## config.mk

```make
export PLATFORM = sky130hd
export DESIGN_NAME = mux_stim_gen_flat
export DESIGN_NICKNAME = d
export VERILOG_FILES = /design/src/rtl/mux_stim_gen_if.sv /design/src/rtl/mux_stim_gen.sv /design/src/flat_wrapper.sv
export SDC_FILE = /design/constraint.sdc
export NUM_CORES = 1
export LEC_CHECK = 0
export BUFFER_PORTS_ARGS = -buffer_cell sky130_fd_sc_hd__buf_2
export CAP_MARGIN = 20
export CORE_ASPECT_RATIO = 1.25
export CORE_MARGIN = 5
export CORE_UTILIZATION = 40
export CTS_CLUSTER_DIAMETER = 200
export CTS_CLUSTER_SIZE = 16
export DETAILED_ROUTE_END_ITERATION = 10
export PLACE_DENSITY = 0.62
export SYNTH_ARGS = -nofsm -noshare
export SYNTH_HDL_FRONTEND = slang
export SYNTH_SLANG_ARGS = --single-unit
```

## constraint.sdc

```tcl
create_clock -name clk -period 2.3 [get_ports clk]
set_input_delay 0.46 -clock clk [delete_from_list [all_inputs] [get_ports clk]]
set_output_delay 0.46 -clock clk [all_outputs]
set_load 0.02 [all_outputs]
```

## src/rtl/mux_stim_gen_if.sv

```systemverilog
// Handshake and vector bus between the stimulus generator and its consumer
// (the 2-bit/2:1 multiplexer plus a downstream checker).
interface mux_stim_gen_if;
    logic       start;
    logic       pause;
    logic [1:0] data_out;
    logic       sel_out;
    logic       exp_y;
    logic       vec_valid;
    logic       busy;
    logic       done;
    logic [7:0] vec_count;

    modport master (
        input  start, pause,
        output data_out, sel_out, exp_y, vec_valid, busy, done, vec_count
    );

    modport slave (
        output start, pause,
        input  data_out, sel_out, exp_y, vec_valid, busy, done, vec_count
    );
endinterface

```

## src/rtl/mux_stim_gen.sv

```systemverilog
// Clocked, reproducible stimulus source for the 2-bit/2:1 multiplexer.
// An 8-bit Fibonacci LFSR (x^8+x^6+x^5+x^4+1) supplies NUM_VECTORS
// {data, select} vectors, each held for STEP_CYCLES unpaused cycles, with the
// expected mux output driven alongside so a checker can compare directly.
module mux_stim_gen #(
    parameter int unsigned NUM_VECTORS = 10,
    parameter int unsigned STEP_CYCLES = 1,
    parameter logic [7:0]  SEED        = 8'hA5
) (
    input logic            clk,
    input logic            rst_n,
    mux_stim_gen_if.master bus
);
    localparam logic [7:0] HOLD_LAST = 8'(STEP_CYCLES - 1);
    localparam logic [7:0] VEC_LAST  = 8'(NUM_VECTORS - 1);

    typedef enum logic [1:0] {
        IDLE,
        RUN,
        DONE
    } state_t;

    state_t     state;
    state_t     state_nxt;
    logic [7:0] lfsr;
    logic [7:0] lfsr_nxt;
    logic [7:0] hold_cnt;
    logic [7:0] hold_nxt;
    logic [7:0] vec_cnt;
    logic [7:0] vec_cnt_nxt;

    // State, LFSR, hold counter and vector count registers with synchronous reset
    always_ff @(posedge clk) begin
        if (!rst_n) begin
            state    <= IDLE;
            lfsr     <= SEED;
            hold_cnt <= '0;
            vec_cnt  <= '0;
        end else begin
            state    <= state_nxt;
            lfsr     <= lfsr_nxt;
            hold_cnt <= hold_nxt;
            vec_cnt  <= vec_cnt_nxt;
        end
    end

    // Next-state logic: start a run, step vectors when their hold expires, finish
    always_comb begin
        state_nxt   = state;
        lfsr_nxt    = lfsr;
        hold_nxt    = hold_cnt;
        vec_cnt_nxt = vec_cnt;
        case (state)
            IDLE: begin
                if (bus.start) begin
                    state_nxt   = RUN;
                    lfsr_nxt    = SEED;
                    hold_nxt    = '0;
                    vec_cnt_nxt = '0;
                end
            end
            RUN: begin
                if (!bus.pause) begin
                    if (hold_cnt == HOLD_LAST) begin
                        hold_nxt    = '0;
                        lfsr_nxt    = {lfsr[6:0], lfsr[7] ^ lfsr[5] ^ lfsr[4] ^ lfsr[3]};
                        vec_cnt_nxt = vec_cnt + 8'd1;
                        if (vec_cnt == VEC_LAST) begin
                            state_nxt = DONE;
                        end
                    end else begin
                        hold_nxt = hold_cnt + 8'd1;
                    end
                end
            end
            DONE: begin
                state_nxt = IDLE;
            end
            default: begin
                state_nxt = IDLE;
            end
        endcase
    end

    // Output decode: vector fields only live in RUN, pause just drops vec_valid
    always_comb begin
        bus.data_out  = 2'b00;
        bus.sel_out   = 1'b0;
        bus.exp_y     = 1'b0;
        bus.vec_valid = 1'b0;
        bus.busy      = 1'b0;
        bus.done      = 1'b0;
        bus.vec_count = vec_cnt;
        if (state == RUN) begin
            bus.data_out  = lfsr[1:0];
            bus.sel_out   = lfsr[2];
            bus.exp_y     = lfsr[2] ? lfsr[1] : lfsr[0];
            bus.vec_valid = !bus.pause;
            bus.busy      = 1'b1;
        end else if (state == DONE) begin
            bus.done = 1'b1;
        end
    end
endmodule

```

## src/flat_wrapper.sv

```systemverilog
// flat-port wrapper written by rule: the top's interface ports become plain ports
module mux_stim_gen_flat 
#(
    parameter int unsigned NUM_VECTORS = 10,
    parameter int unsigned STEP_CYCLES = 1,
    parameter logic [7:0]  SEED        = 8'hA5
)
  (clk, rst_n, bus_start, bus_pause, bus_data_out, bus_sel_out, bus_exp_y, bus_vec_valid, bus_busy, bus_done, bus_vec_count);
  mux_stim_gen_if bus_i ();
  input logic clk;
  input logic rst_n;
  input wire logic [$bits(bus_i.start)-1:0] bus_start;
  input wire logic [$bits(bus_i.pause)-1:0] bus_pause;
  output wire logic [$bits(bus_i.data_out)-1:0] bus_data_out;
  output wire logic [$bits(bus_i.sel_out)-1:0] bus_sel_out;
  output wire logic [$bits(bus_i.exp_y)-1:0] bus_exp_y;
  output wire logic [$bits(bus_i.vec_valid)-1:0] bus_vec_valid;
  output wire logic [$bits(bus_i.busy)-1:0] bus_busy;
  output wire logic [$bits(bus_i.done)-1:0] bus_done;
  output wire logic [$bits(bus_i.vec_count)-1:0] bus_vec_count;
  assign bus_i.start = bus_start;
  assign bus_i.pause = bus_pause;
  assign bus_data_out = bus_i.data_out;
  assign bus_sel_out = bus_i.sel_out;
  assign bus_exp_y = bus_i.exp_y;
  assign bus_vec_valid = bus_i.vec_valid;
  assign bus_busy = bus_i.busy;
  assign bus_done = bus_i.done;
  assign bus_vec_count = bus_i.vec_count;
  mux_stim_gen #(.NUM_VECTORS(NUM_VECTORS), .STEP_CYCLES(STEP_CYCLES), .SEED(SEED)) u_core (.clk(clk), .rst_n(rst_n), .bus(bus_i));
endmodule
```

==> results.md, run 1 <==
* Worst setup slack after placement at 0.02183 ns
* CP Capture Point: u_core.bus.vec_count[4]
* Max-cap viol count at 0
* Global placer's final weighted congestion at 0.8045
* Worst-Skew Late Latency at 0.26 ns
* Worst min-delay path class: in2reg
* Setup TNS at 0 ns
* IO buf count at 18
* Via count normalized by instance count at 5.618
* Gate power share at 13.8%
* Hold violation total from the final report at 0
* Portion of total power attributed to sequential cells at 53.7%
* Routed wire per std cell at 14.26 um
* Met1 Usage GRT at 19.00%
* Slew at the pin closest to its max-slew limit at 0.5791 ns
* DRC violations left at 0
* Post-synthesis cell count at 151
* Clock transition at the registers of the reported paths at 0.09 ns
* Worst hold margin at 0.4554 ns
* Final number of max-transition violations at 0
* Met3 usage at 2.257%
* Final worst-path cycle share at 94.96%
* Buffer cell driving the clock tree root: clkbuf_8
* Vias post-DR at 1163
* Pre-Repair DR Iteration Count at 4
* Worst EP arrival at 2.38 ns
* Slack of the critical path at 0.1160 ns
* Cell type with the largest total area after synthesis: dfxtp_1
* Sequential-to-total area share from yosys stat at 39.58%
* Die Height at 74.11 um
* Worst Setup Path Type: reg2reg
* Placeable core region at 3194 um^2
* Final Skew at 0.001257 ns
* Fillers at 317
* Critical R2R Capture: u_core.bus.vec_count[4]
* Worst R2R Setup Slack at 0.12 ns
* Synthesized area divided by synthesized cell count at 8.709 um^2
* Count of flip-flops with a built-in enable after synthesis at 0
* First element of the critical path: u_core.hold_cnt[0]
* Proportion of total power due to net switching at 25.55%
* Power spent charging and discharging nets at 229.0 uW
* GR peak layer: met2
* Longest Clk Path Bufs at 2
* Number of global-route vias before repair at 1076
* Cell depth of the worst flop-to-flop path at 6
* Total congestion overflow at 0
* Effective utilization at floorplan at 41.17%
* Post-route core utilization at 47.32%
* DRC violation total after the first TritonRoute iteration at 29
* Horizontal die dimension at 61.29 um
* Quantity of hold-fixing buffers added after cts at 0
* Number of setup buffers added after CTS at 0
* Reg-to-Reg Start: u_core.hold_cnt[0]
* Netlist area before placement at 1315 um^2
* Syn. warnings at 0
* Multi-input gate area at 743.2 um^2
* Share of the synthesized area in the top cell type at 39.58%
* Status: complete, no violations
* Async set or reset register ratio after synthesis at 0%
* Distinct cell type count of the synthesized netlist at 38
* Die area at 4542 um^2
* IO Pins at 19
* Number of diodes added for antenna fixing at 0
* Half-perimeter wire length after placement at 2.269 mm
* Synthesized-area fraction occupied by ao, oa, aoi and oai cells at 17.70%
* Synthesis-to-layout area growth at 14.94%
* Row count at 23
* Number of setup violations in the final report at 0
* Ratio of total power to cell area at 592.8 nW/um^2
* Final wirelength at 2.951 mm
* Share of the synthesized netlist area taken by xor and xnor gates at 6.660%
* Most instantiated flip-flop cell in the synthesis netlist: dfxtp_1
* Maximum operating frequency at 457.9 MHz
* Element type at the critical path start: register
* Initial antenna violation count at 0
* Met2 Usage GRT at 23.65%
* Final Critical Period at 2.184 ns
* Clock buffers created by TritonCTS at 3
* Required time worst endpoint at 2.50 ns
* Maximum number of pins on one net before global-route repair at 17
* Proportion of synthesized area in mux cells at 0.7612%
* Simple-Gate Fraction of Synth Area at 26.83%
* Yosys reg bits at 26
* Cell internal power dissipation at 667.0 uW
* Part of the power in the clock network at 32.5%
* Clock sink count at 26
* Top cells by area, synth: dfxtp_1 (40%), xnor2_1 (6.0%), ha_1 (3.8%)
* Global-route wire length before repair at 5.023 mm
* Leakage power at 0.5794 nW
* CTS H-Tree Depth at 1
* Combinational family with the most area after synthesis: simple AND/OR/NAND/NOR gates
* Overall Global Routing Usage at 14.37%
* Post-DRT Antenna Nets at 0
* Proportion of layout cells with a drive suffix above 1 at 17.65%
* Layout Nets at 179
* Capturing element type of the critical path: register
* Adder and majority cell fraction of the synthesized area at 3.806%
* Peak ir drop on the vdd network at 0.3365 mV
* Post-Syn Nets at 159
* Post-cts repair resize count at 0
* Max_slew headroom at 61.25%
* Setup repair after global routing missed its margin: no
* Area occupied by registers at 520.5 um^2
* Crit path max fanout at 14
* CTS tree: yes
## cells in the final DEF, fill, tap and decap left out, types with 4 or more instances in the layout
master     n
a21oi_1    8
a22o_1     4
and2_1     5
and3_1     4
buf_2     18
buf_4      5
clkbuf_8   4
dfxtp_1   26
ha_1       4
inv_1      5
nand2_1    9
nand3_1    9
nand4_1    4
nor2_1    11
nor4_1     4
o211ai_1   4
o21ai_0    5
o31ai_1    4
or4_1      5
xnor2_1    9
## critical path, cell delays in order, from the launching register on
cell	delay, ns
dfxtp_1	0.37
inv_1	0.07
ha_1	0.13
or4b_4	0.47
o41a_4	0.44
or4_1	0.48
a21oi_1	0.15
## worst min path at each step
stage | cells past startpoint | from | slack (ns) | endpoint
finish | 2 | rst_n | 0.46 | u_core.lfsr[0]
global route | 2 | rst_n | 0.49 | u_core.lfsr[0]
CTS | 2 | rst_n | 0.45 | u_core.lfsr[0]
detailed placement | 2 | u_core.lfsr[6] | 0.50 | u_core.lfsr[7]
global placement | 1 | u_core.lfsr[6] | 0.47 | u_core.lfsr[6]
floorplan | 1 | u_core.lfsr[6] | 0.45 | u_core.lfsr[6]
## sequential cells by signal, summed over array words and instances (netlist names)
| register | cells |
|---|---|
| u_core.bus.vec_count | 8 |
| u_core.hold_cnt | 8 |
| u_core.lfsr | 8 |
| u_core.state | 2 |
## power groups by stage
| stage | logic [mW] | registers [mW] | clock network, mW |
|---|---|---|---|
| 2_1_floorplan | 0.0861 | 0.489 | 0 |
| 5_1_grt | 0.137 | 0.483 | 0.323 |
| 6_report | 0.124 | 0.481 | 0.291 |
| 3_3_place_gp | 0.121 | 0.490 | 0 |
| 4_1_cts | 0.124 | 0.481 | 0.297 |
| 3_5_place_dp | 0.123 | 0.492 | 0 |
## Yosys cell counts, drive strengths merged, types with 2 or more instances
master and number:
dfxtp 26, nor2 11, nand2 9, nand3 9, xnor2 9, a21oi 8
o21ai 6, and2 5, clkbuf 5, inv 5, or4 5, a22o 4
and3 4, ha 4, nand4 4, nor4 4, o211ai 4, o31ai 4
buf 3, a21boi 2, nand2b 2, nor2b 2, nor3 2, nor4b 2
o41ai 2
## metrics by stage
stage,instances,total power [mW],instance area [um^2]
finish,207,0.8960,1511
global route,207,0.9434,1511
CTS,207,0.9019,1501
detailed placement,203,0.6147,1446
global placement,203,0.6107,1446
floorplan,151,0.5755,1315
## layout make-up
type                            instances  share of cell area, %
Timing Repair Buffer                   23                  8.444
Sequential cell                        26                  34.44
Inverter                                5                  1.242
Clock buffer                            4                  3.642
Tap cell                               37                  3.063
Multi-Input combinational cell        112                  49.17
## kinds of logic (layout without fill, tap and decap cells)
logic type	count (synthesis)	after routing
simple gates	63	63
mux	1	1
flops	26	26
buf+inv	13	32
compound gates	34	34
xor+xnor	10	10
fa+ha+maj	4	4
## routing by layer
metal  up-vias  wire [um]
met4         0         20
met3         2         78
met1       552       1307
met5         -          0
met2        14       1546
li1        595          -
No activity file was read; power rests on OpenSTA's default activity.
==> inputs of run 2 (changes only) <==
--- a/config.mk
+++ b/config.mk
@@ -14,6 +14,7 @@
 export CTS_CLUSTER_SIZE = 16
 export DETAILED_ROUTE_END_ITERATION = 10
 export PLACE_DENSITY = 0.62
+export REMOVE_ABC_BUFFERS = 1
 export SYNTH_ARGS = -nofsm -noshare
 export SYNTH_HDL_FRONTEND = slang
 export SYNTH_SLANG_ARGS = --single-unit
==> results.md, run 2 (synthesized netlist as in run 1, its figures left out) <==
* Portion of total power attributed to sequential cells at 48.4% (-5.3 points)
* Max-cap viol count at 0 (unchanged)
* Synthesis-to-layout area growth at 16.75%
* DRC violations left at 0 (unchanged)
* Leading cell type in the layout, fill and taps excluded: dfxtp_1
* Highest routed metal layer: met4
* Logic depth of the worst setup path including buffers at 6 (unchanged)
* Peak ir drop on the vdd network at 0.4640 mV (+38%)
* Vias post-DR at 1173 (+0.86%)
* Worst EP arrival at 2.40 ns (+0.02 ns)
* Die area at 4542 um^2 (unchanged)
* Longest Clk Path Bufs at 2 (unchanged)
* Buffer cell driving the clock tree root: clkbuf_8
* Slowest cell delay on critical path at 0.49 ns (about the same)
* Row count at 23 (unchanged)
* Power spent charging and discharging nets at 240.5 uW (+5.0%)
* Clock buffers created by TritonCTS at 3 (unchanged)
* Via count normalized by instance count at 5.667 (+0.86%)
* Element type at the critical path start: register
* Proportion of total power due to net switching at 24.32% (-1.2 points)
* CTS H-Tree Depth at 1 (unchanged)
* Clock transition at the registers of the reported paths at 0.09 ns (about the same)
* Worst R2R Setup Slack at 0.11 ns (about the same)
* DRC violation total after the first TritonRoute iteration at 78 (+170%)
* Cell internal power dissipation at 748.0 uW (+12%)
* Effective utilization at floorplan at 41.17% (unchanged)
* Cell at the slowest stage of the critical path: or4_1
* Critical path's top delay family: simple AND/OR/NAND/NOR gates
* Final worst-path cycle share at 95.16% (+0.21 points)
* CTS tree: yes
* Number of diodes added for antenna fixing at 0 (unchanged)
* Part of the power in the clock network at 38.5% (+6.0 points)
* Global-route wire length before repair at 5.071 mm (+0.96%)
* Placeable core region at 3194 um^2 (unchanged)
* Final Critical Period at 2.189 ns (+0.004746 ns)
* Pre-Repair DR Iteration Count at 4 (unchanged)
* Half-perimeter wire length after placement at 2.232 mm (-1.6%)
* Horizontal die dimension at 61.29 um (unchanged)
* Worst-Skew Late Latency at 0.27 ns (about the same)
* Final Skew at 0.002403 ns (+0.001146 ns)
* Overall Global Routing Usage at 14.55% (+0.18 points)
* Required time worst endpoint at 2.51 ns (about the same)
* Number of global-route vias before repair at 1086 (+0.93%)
* Post-layout power at 988.5 uW (+10%)
* Gate power share at 13.1% (-0.7 points)
* Maximum operating frequency at 456.9 MHz (-0.22%)
* Worst min-delay path class: in2reg
* Status: complete, no violations
* IO buf count at 18 (unchanged)
* Detailed-routing wirelength on met1 at 1.411 mm (+8.0%)
* Worst Hold Depth at 2 (unchanged)
* Worst Path Buf+Inv at 1 (unchanged)
* Crit path max fanout at 14 (unchanged)
* IO Pins at 19 (unchanged)
* Leakage power at 0.5931 nW (+2.4%)
* Slew at the pin closest to its max-slew limit at 0.6201 ns (+0.04097 ns)
* Post-DRT Antenna Nets at 0 (unchanged)
* Hold violation total from the final report at 0 (unchanged)
* Layout Nets at 179 (unchanged)
* Capturing element type of the critical path: register
* Final number of max-transition violations at 0 (unchanged)
* Global placer's final weighted congestion at 0.8035 (-0.12%)
* Worst Setup Path Type: reg2reg
* Cell breakdown of the critical path: inv_1 -> ha_1 -> or4b_4 -> o41a_4 -> or4_1 -> a21oi_1
* Routed wire per std cell at 14.76 um (+3.6%)
* Quantity of hold-fixing buffers added after cts at 0 (unchanged)
* Met2 routed wirelength at 1.523 mm (-1.5%)
* Total congestion overflow at 0 (unchanged)
* Ratio of total power to cell area at 643.9 nW/um^2 (+8.6%)
* Most frequent cells in the layout: dfxtp_1 (26), buf_2 (18), nor2_1 (11)
* Die Height at 74.11 um (unchanged)
* Cell depth of the worst flop-to-flop path at 6 (unchanged)
* Initial antenna violation count at 0 (unchanged)
* Setup repair after global routing missed its margin: no
* Proportion of layout cells with a drive suffix above 1 at 18.24% (+0.59 points)
* Total met3 wirelength after detailed routing at 87 um (+12%)
* Clock sink count at 26 (unchanged)
* Max_slew headroom at 58.51% (-2.7 points)
* Number of setup violations in the final report at 0 (unchanged)
* Final wirelength at 3.056 mm (+3.6%)
* Maximum number of pins on one net before global-route repair at 17 (unchanged)
* Setup TNS at 0 ns (unchanged)
[run 2: cell count changes in the layout (fill, tap and decap cells not counted), sizes merged]
cell    delta
bufinv     +1
clkbuf     -1
[run 2: through the flow]
step                      hold slack (ns)  worst slack (ns)  cell area (um^2)  std cells  util (%)
after global placement             0.4642            0.1211              1446        203     45.28
after detailed placement           0.4702           0.02808              1446        203     45.28
after global routing               0.4695           0.03636              1535        207     48.06
after CTS                          0.4609          0.005077              1518        207     47.51
final                              0.4705            0.1112              1535        207     48.06
after floorplan                    0.4493            0.1387              1272        143         -
[run 2: worst paths after layout]
kind	start	endpoint
worst min-delay path	rst_n	u_core.lfsr[0]
worst max register to register	u_core.hold_cnt[1]	u_core.bus.vec_count[5]
worst min register to register	u_core.lfsr[6]	u_core.lfsr[6]
worst max-delay path	u_core.hold_cnt[1]	u_core.bus.vec_count[5]
[run 2: metal layers]
layer,up-vias,track usage (%)
li1,588,-
met1,563,18.57
met2,18,24.47
met3,4,2.083
met4,0,5.301
met5,-,0
[run 2: cell type report]
type                       instances  area (um^2)
clock buffer                       3        41.29
clock inverter                     1        30.03
fill                             320         1659
inverter                           5        18.77
multi-input combinational        112        750.7
sequential                        26        520.5
tap                               37        46.29
timing repair buffer              23        127.6
[run 2: power groups by stage]
| stage | sequential, mW | clock (mW) | combinational (mW) |
|---|---|---|---|
| after CTS | 0.479 | 0.389 | 0.127 |
| after floorplan | 0.489 | 0 | 0.0790 |
| after global placement | 0.489 | 0 | 0.122 |
| after detailed placement | 0.489 | 0 | 0.126 |
| after global routing | 0.481 | 0.406 | 0.143 |
| final | 0.479 | 0.381 | 0.129 |
[run 2: repair_timing]
action / 4_1_cts / 5_1_grt
setup endpoints to repair: 0 / 12
buffers inserted: 0 / 0
gates resized for setup: 0 / 3
